[src/rtl/mux_scan_reg.sv]
// mux_scan_reg: registered CH-to-1 multiplexer with a manual select mode and
// a round-robin scan mode that dwells DWELL cycles on each eligible channel.
//
// Ports:
//   clk        rising-edge clock
//   rst        synchronous, active-high reset
//   in         packed channel data, channel k at [k*WIDTH +: WIDTH]
//   sel        channel select used in manual mode
//   mode       0 = manual, 1 = scan
//   en         block enable (has priority over mode)
//   ch_mask    bit k = 1 makes channel k eligible for scanning
//   out        registered selected data
//   out_ch     index of the channel currently driving out
//   out_valid  out holds legitimate channel data
//   wrap       one-cycle pulse when the scan returns to the lowest eligible channel
//   out_par    (only with MUX_SCAN_REG_PARITY_EN) XOR reduction of out,
//              registered alongside it
//
// Optional feature macro: MUX_SCAN_REG_PARITY_EN

module mux_scan_reg #(
  parameter int WIDTH = 8,
  parameter int CH    = 4,
  parameter int DWELL = 1,
  localparam int SEL_W = $clog2(CH)
) (
  input  logic                  clk,
  input  logic                  rst,
  input  logic [CH*WIDTH-1:0]   in,
  input  logic [SEL_W-1:0]      sel,
  input  logic                  mode,
  input  logic                  en,
  input  logic [CH-1:0]         ch_mask,
  output logic [WIDTH-1:0]      out,
  output logic [SEL_W-1:0]      out_ch,
  output logic                  out_valid,
`ifdef MUX_SCAN_REG_PARITY_EN
  output logic                  wrap,
  output logic                  out_par
`else
  output logic                  wrap
`endif
);

  typedef enum logic [1:0] {IDLE, MANUAL, SCAN} state_t;

  localparam logic [SEL_W:0] CH_LIM     = (SEL_W+1)'(CH);
  localparam logic [7:0]     DWELL_LAST = 8'(DWELL - 1);

  state_t             state_q, state_d;
  logic [SEL_W-1:0]   ptr_q, ptr_d;
  logic [7:0]         cnt_q, cnt_d;
  logic [WIDTH-1:0]   out_q, out_d;
  logic [SEL_W-1:0]   out_ch_q, out_ch_d;
  logic               valid_q, valid_d;
  logic               wrap_q, wrap_d;
`ifdef MUX_SCAN_REG_PARITY_EN
  logic               par_q, par_d;
`endif

  logic [SEL_W-1:0]   lowest;
  logic               any_elig;
  logic [SEL_W-1:0]   next_above;
  logic               has_above;
  logic               sel_ok;

  // Lowest eligible channel and the nearest eligible channel above the
  // current pointer; scanning downward lets the smallest match win.
  always_comb begin
    lowest     = '0;
    any_elig   = 1'b0;
    next_above = '0;
    has_above  = 1'b0;
    for (int i = CH - 1; i >= 0; i--) begin
      if (ch_mask[i]) begin
        lowest   = SEL_W'(i);
        any_elig = 1'b1;
        if (i > int'(ptr_q)) begin
          next_above = SEL_W'(i);
          has_above  = 1'b1;
        end
      end
    end
  end

  // Only matters for non-power-of-2 CH, where sel can name a missing channel.
  assign sel_ok = ({1'b0, sel} < CH_LIM);

  always_comb begin
    state_d  = state_q;
    ptr_d    = ptr_q;
    cnt_d    = cnt_q;
    out_d    = out_q;
    out_ch_d = out_ch_q;
    valid_d  = 1'b0;
    wrap_d   = 1'b0;

    if (!en) begin
      state_d = IDLE;
      cnt_d   = '0;
    end else if (!mode) begin
      state_d = MANUAL;
      cnt_d   = '0;
      if (sel_ok) begin
        out_d    = in[int'(sel)*WIDTH +: WIDTH];
        out_ch_d = sel;
        valid_d  = 1'b1;
      end
    end else if (!any_elig) begin
      // No eligible channel: park in IDLE so a restored mask re-enters the
      // scan at its lowest channel instead of finishing a stale dwell.
      state_d = IDLE;
      cnt_d   = '0;
    end else begin
      if (state_q != SCAN) begin
        state_d = SCAN;
        ptr_d   = lowest;
        cnt_d   = '0;
      end else if (cnt_q == DWELL_LAST) begin
        // Dwell complete; a masked current pointer still gets here, then moves on.
        cnt_d  = '0;
        ptr_d  = has_above ? next_above : lowest;
        wrap_d = !has_above;
      end else begin
        cnt_d = cnt_q + 8'd1;
      end
      out_d    = in[int'(ptr_d)*WIDTH +: WIDTH];
      out_ch_d = ptr_d;
      valid_d  = 1'b1;
    end
  end

`ifdef MUX_SCAN_REG_PARITY_EN
  // out_d equals out_q whenever out is held, so parity holds with it.
  assign par_d = ^out_d;
`endif

  always_ff @(posedge clk) begin
    if (rst) begin
      state_q  <= IDLE;
      ptr_q    <= '0;
      cnt_q    <= '0;
      out_q    <= '0;
      out_ch_q <= '0;
      valid_q  <= 1'b0;
      wrap_q   <= 1'b0;
`ifdef MUX_SCAN_REG_PARITY_EN
      par_q    <= 1'b0;
`endif
    end else begin
      state_q  <= state_d;
      ptr_q    <= ptr_d;
      cnt_q    <= cnt_d;
      out_q    <= out_d;
      out_ch_q <= out_ch_d;
      valid_q  <= valid_d;
      wrap_q   <= wrap_d;
`ifdef MUX_SCAN_REG_PARITY_EN
      par_q    <= par_d;
`endif
    end
  end

  assign out       = out_q;
  assign out_ch    = out_ch_q;
  assign out_valid = valid_q;
  assign wrap      = wrap_q;
`ifdef MUX_SCAN_REG_PARITY_EN
  assign out_par   = par_q;
`endif

endmodule

[config.mk]
export PLATFORM = sky130hd
export DESIGN_NAME = mux_scan_reg
export DESIGN_NICKNAME = d
export VERILOG_FILES = /design/src/rtl/mux_scan_reg.sv
export SDC_FILE = /design/constraint.sdc
export NUM_CORES = 1
export LEC_CHECK = 0
export BUFFER_PORTS_ARGS = -buffer_cell sky130_fd_sc_hd__buf_2
export CORE_UTILIZATION = 40
export CTS_BUF_LIST = sky130_fd_sc_hd__clkbuf_4 sky130_fd_sc_hd__clkbuf_8
export DETAILED_ROUTE_END_ITERATION = 16
export PLACE_DENSITY = 0.76
export SETUP_SLACK_MARGIN = 0.15
export SYNTH_ARGS = -nofsm -noshare
export SYNTH_HDL_FRONTEND = slang
export SYNTH_SLANG_ARGS = --single-unit
export TNS_END_PERCENT = 20
[constraint.sdc]
create_clock -name clk -period 2.3 [get_ports clk]
set_input_delay 0.23 -clock clk [delete_from_list [all_inputs] [get_ports clk]]
set_output_delay 0.23 -clock clk [all_outputs]
set_load 0.02 [all_outputs]
# Word-level counts from Yosys, hierarchy flattened
# Index checks and enable logic that the tools add are counted.
# word_totals
regBits,24
elab_cells,64
out_inout_bits,12
# classes
n_eq_ne,3
reduce_logical,8
muxes,35
order_cmp,3
bitwise_logic,4
n_shift,2
n_addsub,1
# op_table
operator,count
$shiftx 32x6->8,2
$mux 2,18
$mux 8,2
$mux 1,15
$reduce_or 6->1,2
$add 8x1->8 const B,1
$logic_not 8->1,1
$gt 2x2->1 const A,2
$not 1->1,4
$reduce_or 4->1,1
$ne 3x2->1 const B,1
$reduce_and 3->1,1
$gt 1x2->1 const A,1
$ne 2x1->1 const B,1
$ne 2x2->1 const B,1
$reduce_and 2->1,1
$reduce_or 2->1,1
$logic_not 1->1,1

# Logic depth before layout (Yosys ltp)
# Gate-level depths: netlist of run 1.
# depth
word_depth,16
ltp_mapped,10
mapped_depth_nobuf,8

# Worst setup path after synthesis of run 1
# Ideal clock, no wire load.
# synth_path
path_kind,register to register
from,reg cnt_q[0]
to,"reg out_q[0], in the netlist out[0]"
setup_time_ns,0.083
path_stages_with_launch,10
arrival_time_ns,1.885
required_time_ns,2.217
setup_slack_ns,0.331
n_path_buf,1
cell_sequence,dfxtp_1 > inv_1 > ha_1 > nor3b_4 > and2_4 > o311ai_1 > o22ai_1 > or3_1 > buf_6 > o221ai_1
# synth_between
elab_chain_cells,9
# synth_lines
item,line,source
from (decl),52,"logic [7:0] cnt_q, cnt_d;"
from (signal assigned),153,cnt_q <= cnt_d;
$logic_not 8->1,119,end else if (cnt_q == DWELL_LAST) begin
$mux 2,119,
$mux 2,115,if (state_q != SCAN) begin
$mux 2,109,end else if (!any_elig) begin
$mux 2,101,end else if (!mode) begin
$mux 2,98,if (!en) begin
$shiftx 32x6->8,127,out_d = in[int'(ptr_d)*WIDTH +: WIDTH];
$mux 8,109,
$mux 8,101,
to (signal assigned),154,out_q <= out_d;
to (decl),53,"logic [WIDTH-1:0] out_q, out_d;"
# No other way between the ends. The select of a mux whose other input is x is not followed.
# A chain may end at the register's enable or synchronous reset.

# Worst setup path after layout of run 1
# layout_path
from,reg cnt_q[0]
to,"reg out_q[2], in the netlist out[2]"
# The elaborated chain is that of the path after synthesis.

==> run_results.csv, run 1 <==
group,metric,value,unit
route,wl_per_cell,11.5,um
power_and_ir_drop,power.clock.fraction,31.5,%
sta,period_minus_slack,1970,ps
final_layout,num-nets-final,243,
cts,cts-root-to-sink-buffers,2,
logic_synthesis,seq_area_frac_synth,35.0,%
logic_synthesis,synth.top_cells.by_count,"24 x dfxtp_1, 18 x mux2i_1, 15 x nor2_1",
critical_path,critical_path.max_stage_delay,340,ps
die,die_h,60.6,um
cts,cts_buffers,3,
power_and_ir_drop,max-vdd-ir-drop,337,uV
worst_hold_path,worstHoldPathType,"input port to flop",
sta,rsz0062_at_grt,"false",
route,antenna_left,0,
logic_synthesis,synth.area.top_cells,"dfxtp_1 35%, mux2i_1 13%, o221ai_1 5.1%, nand3b_1 4.4%, nor2_1 4.1%",
critical_path,timing.reg2reg.setup_slack,330,ps
route,route.detailed.drc,0,
sta,final_min_period_over_clock_period,85.8,%
power_and_ir_drop,power.combinational.fraction,21.0,%
logic_synthesis,synth-warning-count,0,
cts,cts_tree,"yes",
power_and_ir_drop,internal_power,708,uW
logic_synthesis,most_instantiated_library_cell_after_synthesis,"dfxtp_1",
placement,hpwl,2250,um
power_and_ir_drop,sequentialPowerShare,47.5,%
logic_synthesis,postSynth.asyncResetShare,0,%
die,chipWidth,60.6,um
critical_path,critical_path.endpoint_type,"flop",
route,drtPass1Iterations,4,
grt,grt_start_max_net_pins,18,
die,placeable_core_region,0.00315,mm^2
grt,gr-total-overflow,0,
power_and_ir_drop,p_leak,0.782,nW
placement,gp_congestion,0.895,
cts,clk-insertion-delay-late,310,ps
final_layout,area.growth.synth_to_final,25.2,%
sta,finClkSkew,12.0,ps
die,rows,20,
status,outcome,"finished, final reports clean",
placement,port_buffers,53,
die,initial_utilization,43.5,%
die,pin_count,54,
logic_synthesis,synthDistinctLibCells,37,
route,drt_iter0_markers,20,
sta,fmax,507,MHz
route,total_routed_wirelength,2780,um
logic_synthesis,synth-main-ff-cell,"dfxtp_1",
cts,ctsHtreeMaxLevel,1,
critical_path,setup.worst_path.start_class,"flop",
final_layout,fillers,300,
final_layout,antennaDiodeCount,0,
final_layout,layoutNonFillerInstCount,242,
flow_run,maxCapViolations,0,
critical_path,critical-path-slowest-cell,"dfxtp_2",
route,drt-vias-per-instance,5.02,
logic_synthesis,syn_area_per_cell,9.59,um^2
sta,relSlewSlack,71.8,%
placement,preCtsSetupSlack,151,ps
sta,minimum_setup_slack_in_the_final_design,328,ps
logic_synthesis,synth_enable_flop_cells,0,
sta,maxSlewViolCount,0,
sta,worstMarginPinSlew,422,ps
logic_synthesis,synth.net_count,187,
die,die-area,0.00367,mm^2
sta,setup_viol,0,
critical_path,path_class,"flop to flop",
critical_path,required,2500,ps
final_layout,drive_above_1_share,37.4,%
logic_synthesis,syn_inst,143,
route,via_count_of_the_routed_design,1216,
placement,placed_cells_incl_taps,236,
critical_path,cp_max_fo,4,
grt,first_global_vias,1089,
critical_path,path_cells,"inv_1, ha_1, nor3b_4, and2_4, a31oi_1, a31oi_2, buf_4, mux2i_2, o221ai_1",
logic_synthesis,synth_top_cell_area_share,35.0,%
cts,worst_setup_hold_path_clk_slew,130,ps
grt,overall_global_routing_resource_usage,15.6,%
sta,timing.setup.tns,0,ps
power_and_ir_drop,power.share.switching,24.9,%
sta,timing.final.hold_violations,0,
critical_path,critical_path_arrival,2180,ps
cts,root_buffer,"clkbuf_4",
cts,clock_sink_count,24,
grt,grt_first_pass_wirelength,4370,um
logic_synthesis,post-synth-top-area-cell,"dfxtp_1",
grt,antenna_found_initial,0,
power_and_ir_drop,pwr_density_cell,549,mW/mm^2
logic_synthesis,mappedNetlistArea,0.00137,mm^2
logic_synthesis,total_of_flip_flops_plus_latches_after_synthesis,24,
power_and_ir_drop,power.net_switching,235,uW
==> what timing repair did <==
item | CTS | global route
endpoints found under the setup margin | 1 | 8
gates resized for setup | 1 | 5
setup buffers | 0 | 2
pin swaps | 0 | 1
hold buffers | 0 | 0
==> metal layers <==
layer  share of wire, %  up-vias  routed length [um]  track usage [%]
met5                  0        -                   0                0
met4               0.36        0                  10             2.92
met3                7.4        3                 206             4.69
met2                 47       47                1300             28.9
met1                 45      536                1260             17.8
li1                   -      630                   -                -
==> critical path: cells and delay by family (launching register included) <==
family	cells	cell delay [ps]
AO/OA/AOI/OAI	3	460
multiplexers	1	240
buffers and inverters	2	250
adder cells (fa/ha/maj)	1	140
AND/OR/NAND/NOR	2	440
flip-flops	1	340
==> path summary, 6_finish.rpt <==
path,cells after the start,start,to
min reg2reg,2,out[6],out[6]
max,9,cnt_q[0],out[2]
max reg2reg,9,cnt_q[0],out[2]
min,3,in[5],out[5]
==> cells by family (layout without fill, tap and decap cells) <==
| logic type | after synthesis | count (layout) | synth area share (%) |
|---|---|---|---|
| multiplexers | 18 | 18 | 13.1 |
| adder cells (fa/ha/maj) | 2 | 2 | 1.82 |
| AO/OA/AOI/OAI | 25 | 25 | 13.7 |
| flip-flops | 24 | 24 | 35.0 |
| XOR/XNOR | 6 | 6 | 3.83 |
| buffers and inverters | 12 | 67 | 7.94 |
| AND/OR/NAND/NOR | 56 | 56 | 24.5 |
==> through the flow <==
stage / util (%) / power (mW) / hold WS, ps / cell area, um^2
2_1_floorplan: - / 0.591 / 314 / 1370
3_3_place_gp: 51.7 / 0.650 / 456 / 1630
3_5_place_dp: 51.7 / 0.652 / 464 / 1630
4_1_cts: 53.5 / 0.957 / 182 / 1690
5_1_grt: 54.4 / 0.999 / 191 / 1720
6_report: 54.4 / 0.943 / 199 / 1720
==> power by group through the flow <==
stage                     Sequential, mW  Clock (mW)  Combinational, mW
after floorplan                    0.477           0              0.113
after global placement             0.457           0              0.193
after detailed placement           0.457           0              0.195
after CTS                          0.448       0.312              0.197
after global routing               0.451       0.331              0.216
final                              0.448       0.297              0.198
==> registers in the layout (all words and copies together), names as in the netlist <==
name	flops
out_valid	1
out_ch	2
state_q	2
cnt_q	8
ptr_q	2
wrap	1
out	8
==> final cells by class <==
class,instances,area [um^2],share of cell area [%]
repair buffers,58,307,17.9
well taps,44,55.1,3.21
clock inverters,1,30.0,1.75
inverters,5,18.8,1.09
clock buffers,3,22.5,1.31
flip-flops and latches,24,483,28.1
multi-input cells,107,801,46.6
==> layout by cell type, fill, tap and decap left out, types with 2 or more instances in the layout <==
| cell | netlist | routed |
|---|---|---|
| nor3b_1 | 3 | 3 |
| ha_1 | 2 | 2 |
| xnor2_1 | 2 | 2 |
| nand2b_1 | 4 | 4 |
| nand3b_1 | 8 | 8 |
| inv_1 | 4 | 4 |
| o221ai_1 | 8 | 8 |
| clkbuf_4 | 0 | 3 |
| a21oi_2 | 1 | 2 |
| dfxtp_2 | 0 | 2 |
| mux2i_1 | 18 | 17 |
| nor2b_1 | 2 | 2 |
| o22ai_1 | 2 | 2 |
| buf_2 | 1 | 53 |
| xor2_1 | 4 | 4 |
| a21oi_1 | 5 | 4 |
| and3_1 | 4 | 4 |
| nor2_1 | 15 | 15 |
| nand2_1 | 6 | 6 |
| dfxtp_1 | 24 | 22 |
| nand3_1 | 6 | 6 |
| buf_4 | 0 | 4 |
No activity file was read; power rests on OpenSTA's default activity.
==> inputs of run 2 (changes only) <==
--- a/config.mk
+++ b/config.mk
@@ -10,6 +10,7 @@
 export CTS_BUF_LIST = sky130_fd_sc_hd__clkbuf_4 sky130_fd_sc_hd__clkbuf_8
 export DETAILED_ROUTE_END_ITERATION = 16
 export PLACE_DENSITY = 0.76
+export RECOVER_POWER = 50
 export SETUP_SLACK_MARGIN = 0.15
 export SYNTH_ARGS = -nofsm -noshare
 export SYNTH_HDL_FRONTEND = slang
==> run 2 against run 1 <==
  * Non-clock buffer count did not move
  * Flip-flop and latch count unchanged
  * Clock skew is 0.64 ps higher
  * Wire length is essentially flat
  * Register-to-register slack lost 30 ps
  * Power is 0.45% lower
  * Critical endpoint unchanged
  * Largest power group unchanged
  * Highest routed layer unchanged
==> run_results.csv, run 2 (synthesized netlist as in run 1, its figures left out) <==
group,metric,value,unit
status,outcome,"finished, final reports clean",
route,via_count_of_the_routed_design,1212,
final_layout,area.growth.synth_to_final,23.5,%
critical_path,path_class,"flop to flop",
sta,fmax,499,MHz
route,antenna_left,0,
cts,worst_setup_hold_path_clk_slew,130,ps
power_and_ir_drop,power.net_switching,236,uW
sta,timing.final.hold_violations,0,
critical_path,cp_max_fo,4,
cts,root_buffer,"clkbuf_4",
cts,ctsHtreeMaxLevel,1,
grt,grt_first_pass_wirelength,4370,um
die,rows,20,
sta,final_min_period_over_clock_period,87.1,%
power_and_ir_drop,sequentialPowerShare,47.8,%
final_layout,num-nets-final,243,
final_layout,register_area,482,um^2
die,pin_count,54,
critical_path,critical_path.endpoint_type,"flop",
sta,relSlewSlack,61.6,%
sta,setup_viol,0,
placement,placed_cells_incl_taps,236,
sta,maxSlewViolCount,0,
power_and_ir_drop,power.share.switching,25.1,%
route,drt_iter0_markers,25,
power_and_ir_drop,power.combinational.fraction,20.5,%
grt,gr-total-overflow,0,
placement,port_buffers,53,
route,route.detailed.drc,0,
grt,overall_global_routing_resource_usage,15.6,%
cts,clock_sink_count,24,
final_layout,leading_cell_type_in_the_layout_fill_and_taps_excluded,"buf_2",
power_and_ir_drop,max-vdd-ir-drop,338,uV
power_and_ir_drop,pwr_density_cell,554,mW/mm^2
route,drt-vias-per-instance,5.01,
route,drtPass1Iterations,4,
critical_path,critical_path_arrival,2210,ps
worst_hold_path,worstHoldPathType,"input port to flop",
sta,timing.setup.tns,0,ps
sta,hold-worst-slack,196,ps
sta,worstMarginPinSlew,576,ps
cts,cts_buffers,3,
die,die-area,0.00367,mm^2
cts,cts-root-to-sink-buffers,2,
flow_run,maxCapViolations,0,
grt,antenna_found_initial,0,
final_layout,fillers,310,
die,initial_utilization,43.5,%
final_layout,drive_above_1_share,29.3,%
die,chipWidth,60.6,um
cts,cts_hold_repair.buffers,0,
route,total_routed_wirelength,2780,um
power_and_ir_drop,internal_power,703,uW
final_layout,layoutNonFillerInstCount,242,
route,wl_per_cell,11.5,um
critical_path,setup.worst_path.start_class,"flop",
final_layout,most-common-layout-cells,"39 x buf_2, 23 x dfxtp_1, 17 x mux2i_1",
sta,finClkSkew,12.7,ps
placement,gp_congestion,0.895,
placement,hpwl,2250,um
die,die_h,60.6,um
sta,rsz0062_at_grt,"false",
final_layout,antennaDiodeCount,0,
critical_path,required,2500,ps
grt,grt_start_max_net_pins,18,
die,placeable_core_region,0.00315,mm^2
final_layout,multi_input_comb_area,797,um^2
cts,cts_tree,"yes",
power_and_ir_drop,p_leak,0.729,nW
grt,first_global_vias,1089,
cts,clk-insertion-delay-late,320,ps
power_and_ir_drop,power.clock.fraction,31.7,%
sta,period_minus_slack,2000,ps
[run 2: per-layer routing]
layer / wire (um) / track usage [%] / vias up
met4: 10 / 2.92 / 0
li1: - / - / 632
met5: 0 / 0 / -
met1: 1260 / 17.8 / 534
met3: 211 / 4.69 / 3
met2: 1290 / 28.9 / 43
[run 2: worst paths after layout]
check	from	slack [ps]	cells after the start	endpoint
worst max-delay path	cnt_q[0]	300	9	out[2]
worst min-delay path	in[5]	200	3	out[5]
worst max register to register	cnt_q[0]	300	9	out[2]
worst min register to register	out[6]	520	2	out[6]
[run 2: critical path, stage by stage, from the launching register on]
cell	delay (ps)
dfxtp_1	350
inv_1	50
ha_1	180
nor3b_4	160
a21oi_1	230
nand2_1	100
a31oi_2	270
buf_4	200
mux2i_2	240
o221ai_1	120
[run 2: power by group through the flow]
stage	logic, mW	registers (mW)	clock network, mW
after global routing	0.211	0.452	0.331
after CTS	0.197	0.448	0.312
after floorplan	0.113	0.477	0
after global placement	0.193	0.457	0
final	0.192	0.449	0.298
after detailed placement	0.195	0.457	0
[run 2: metrics by stage]
step,util [%],worst slack [ps],power [mW],instance area [um^2]
6_report,53.7,296,0.939,1690
3_5_place_dp,51.7,151,0.652,1630
4_1_cts,53.5,170,0.957,1690
5_1_grt,53.7,103,0.994,1690
3_3_place_gp,51.7,245,0.650,1630
2_1_floorplan,-,331,0.591,1370
[run 2: what timing repair did]
action / CTS / global route
pin swaps: 0 / 1
setup endpoints to repair: 1 / 8
setup buffers: 0 / 2
gates resized for setup: 1 / 5
[run 2: area by class of cell]
type / count / area share [%]
inverters: 5 / 1.11
flip-flops and latches: 24 / 28.4
clock inverters: 1 / 1.77
multi-input cells: 107 / 47.0
well taps: 44 / 3.25
clock buffers: 3 / 1.33
repair buffers: 58 / 17.1
==> inputs of run 3 (changes only) <==
--- a/config.mk
+++ b/config.mk
@@ -8,7 +8,10 @@
 export BUFFER_PORTS_ARGS = -buffer_cell sky130_fd_sc_hd__buf_2
 export CORE_UTILIZATION = 40
 export CTS_BUF_LIST = sky130_fd_sc_hd__clkbuf_4 sky130_fd_sc_hd__clkbuf_8
+export CTS_CLUSTER_DIAMETER = 30
+export CTS_CLUSTER_SIZE = 12
 export DETAILED_ROUTE_END_ITERATION = 16
+export GPL_TIMING_DRIVEN = 0
 export PLACE_DENSITY = 0.76
 export RECOVER_POWER = 50
 export SETUP_SLACK_MARGIN = 0.15
==> run 3 against run 2 <==
  * Power up 4.7%
  * Combinational power up 23%
  * Non-clock buffer count up 9
  * Global-route usage up 0.62 points
  * Wire length up 19%
  * Clock power about the same
  * Critical path depth unchanged
  * Count of clock-buffer cells in the layout unchanged
==> run_results.csv, run 3 (synthesized netlist as in run 1, its figures left out) <==
group,metric,value,unit
route,total_routed_wirelength,3310,um
die,pin_count,54,
placement,hpwl,2310,um
sta,relSlewSlack,71.1,%
route,drtPass1Iterations,4,
critical_path,critical-path-slowest-cell,"dfxtp_4",
grt,overall_global_routing_resource_usage,16.2,%
power_and_ir_drop,power.net_switching,255,uW
critical_path,setup.worst_path.start_class,"flop",
sta,final_min_period_over_clock_period,91.0,%
critical_path,required,2540,ps
power_and_ir_drop,power.share.switching,26.0,%
die,die-area,0.00367,mm^2
cts,worst_setup_hold_path_clk_slew,130,ps
cts,root_buffer,"clkbuf_4",
sta,fmax,478,MHz
grt,gr-total-overflow,0,
placement,preCtsSetupSlack,133,ps
final_layout,area.growth.synth_to_final,37.3,%
route,antenna_left,0,
sta,setup_viol,0,
sta,worstMarginPinSlew,432,ps
cts,cts_buffers,3,
power_and_ir_drop,pwr_density_cell,522,mW/mm^2
grt,first_global_vias,1082,
die,initial_utilization,43.5,%
sta,rsz0062_at_grt,"false",
status,outcome,"finished, final reports clean",
grt,antenna_found_initial,0,
placement,placed_cells_incl_taps,239,
route,route.detailed.drc,0,
grt,grt_first_pass_wirelength,4550,um
cts,clock_sink_count,24,
cts,cts-root-to-sink-buffers,2,
final_layout,drive_above_1_share,37.2,%
critical_path,cp_max_fo,8,
power_and_ir_drop,sequentialPowerShare,45.5,%
critical_path,critical_path.max_stage_delay,390,ps
flow_run,maxCapViolations,0,
critical_path,path_cells,"inv_4, ha_4, nor3b_4, and2_4, o311ai_2, o22ai_2, or3_1, buf_6, o221ai_2",
placement,gp_congestion,0.862,
critical_path,path_class,"flop to flop",
die,rows,20,
power_and_ir_drop,max-vdd-ir-drop,356,uV
cts,cts_hold_repair.buffers,0,
sta,period_minus_slack,2090,ps
critical_path,critical_path_arrival,2340,ps
sta,minimum_setup_slack_in_the_final_design,207,ps
grt,grt_start_max_net_pins,15,
route,via_count_of_the_routed_design,1292,
sta,maxSlewViolCount,0,
cts,cts_tree,"yes",
placement,port_buffers,52,
die,placeable_core_region,0.00315,mm^2
worst_hold_path,worstHoldPathType,"input port to flop",
final_layout,layoutNonFillerInstCount,251,
power_and_ir_drop,power.clock.fraction,30.5,%
sta,timing.setup.tns,0,ps
route,wl_per_cell,13.2,um
sta,timing.final.hold_violations,0,
critical_path,critical_path.endpoint_type,"flop",
power_and_ir_drop,power.combinational.fraction,24.0,%
power_and_ir_drop,internal_power,727,uW
route,drt_iter0_markers,41,
final_layout,leading_cell_type_in_the_layout_fill_and_taps_excluded,"buf_2",
route,drt-vias-per-instance,5.15,
die,die_h,60.6,um
final_layout,antennaDiodeCount,0,
power_and_ir_drop,p_leak,0.801,nW
die,chipWidth,60.6,um
final_layout,fillers,284,
cts,clk-insertion-delay-late,310,ps
final_layout,most-common-layout-cells,"39 x buf_2, 22 x dfxtp_1, 18 x mux2i_1",
sta,finClkSkew,9.97,ps
cts,ctsHtreeMaxLevel,1,
final_layout,num-nets-final,252,
run 3: area by class of cell:
cell class,instances,area (um^2),share of cell area [%]
repair buffers,60,315,16.7
plain buffers,7,90.1,4.78
clock inverters,1,30.0,1.59
clock buffers,3,22.5,1.20
multi-input cells,107,863,45.8
flip-flops and latches,24,485,25.8
well taps,44,55.1,2.92
inverters,5,21.3,1.13
run 3: what timing repair did:
| action | in CTS | in global routing |
|---|---|---|
| pin swaps | 0 | 4 |
| setup buffers | 0 | 8 |
| endpoints found under the hold margin | 0 | 0 |
| setup endpoints to repair | 2 | 8 |
| gates resized for setup | 1 | 18 |
run 3: worst paths after layout:
| check | startpoint | endpoint | slack [ps] | cells after the start |
|---|---|---|---|---|
| worst max-delay path | cnt_q[0] | out[4] | 210 | 9 |
| worst min-delay path | mode | state_q[0] | 110 | 2 |
| worst max register to register | cnt_q[0] | out[4] | 210 | 9 |
| worst min register to register | cnt_q[0] | cnt_q[0] | 460 | 1 |
run 3: per-layer routing:
layer  track usage (%)  vias to the layer above  part of all wire [%]
li1                  -                      651                     -
met2              28.4                       42                    49
met5                 0                        -                     0
met1              20.4                      597                    43
met4              1.95                        0                  0.42
met3              4.69                        2                   6.7
run 3: worst max-delay path, delay by kind of cell, from the launching register on:
kind / cells / cell delay (ps)
simple gates: 3 / 700
buf+inv: 2 / 200
compound gates: 3 / 590
flops: 1 / 390
fa+ha+maj: 1 / 140
run 3: power by group through the flow:
stage / Sequential (mW) / Combinational [mW] / Clock, mW
floorplan: 0.477 / 0.113 / 0
global placement: 0.455 / 0.209 / 0
detailed placement: 0.456 / 0.211 / 0
CTS: 0.447 / 0.211 / 0.315
global route: 0.450 / 0.255 / 0.320
finish: 0.447 / 0.236 / 0.300
run 3: through the flow:
stage          utilization, %  power, mW  area, um^2  hold slack [ps]
2_1_floorplan               -      0.591        1370              314
3_3_place_gp             53.5      0.664        1690              437
3_5_place_dp             53.5      0.667        1690              436
4_1_cts                  55.2      0.973        1740             87.3
5_1_grt                  59.7       1.03        1880              101
6_report                 59.7      0.983        1880              110
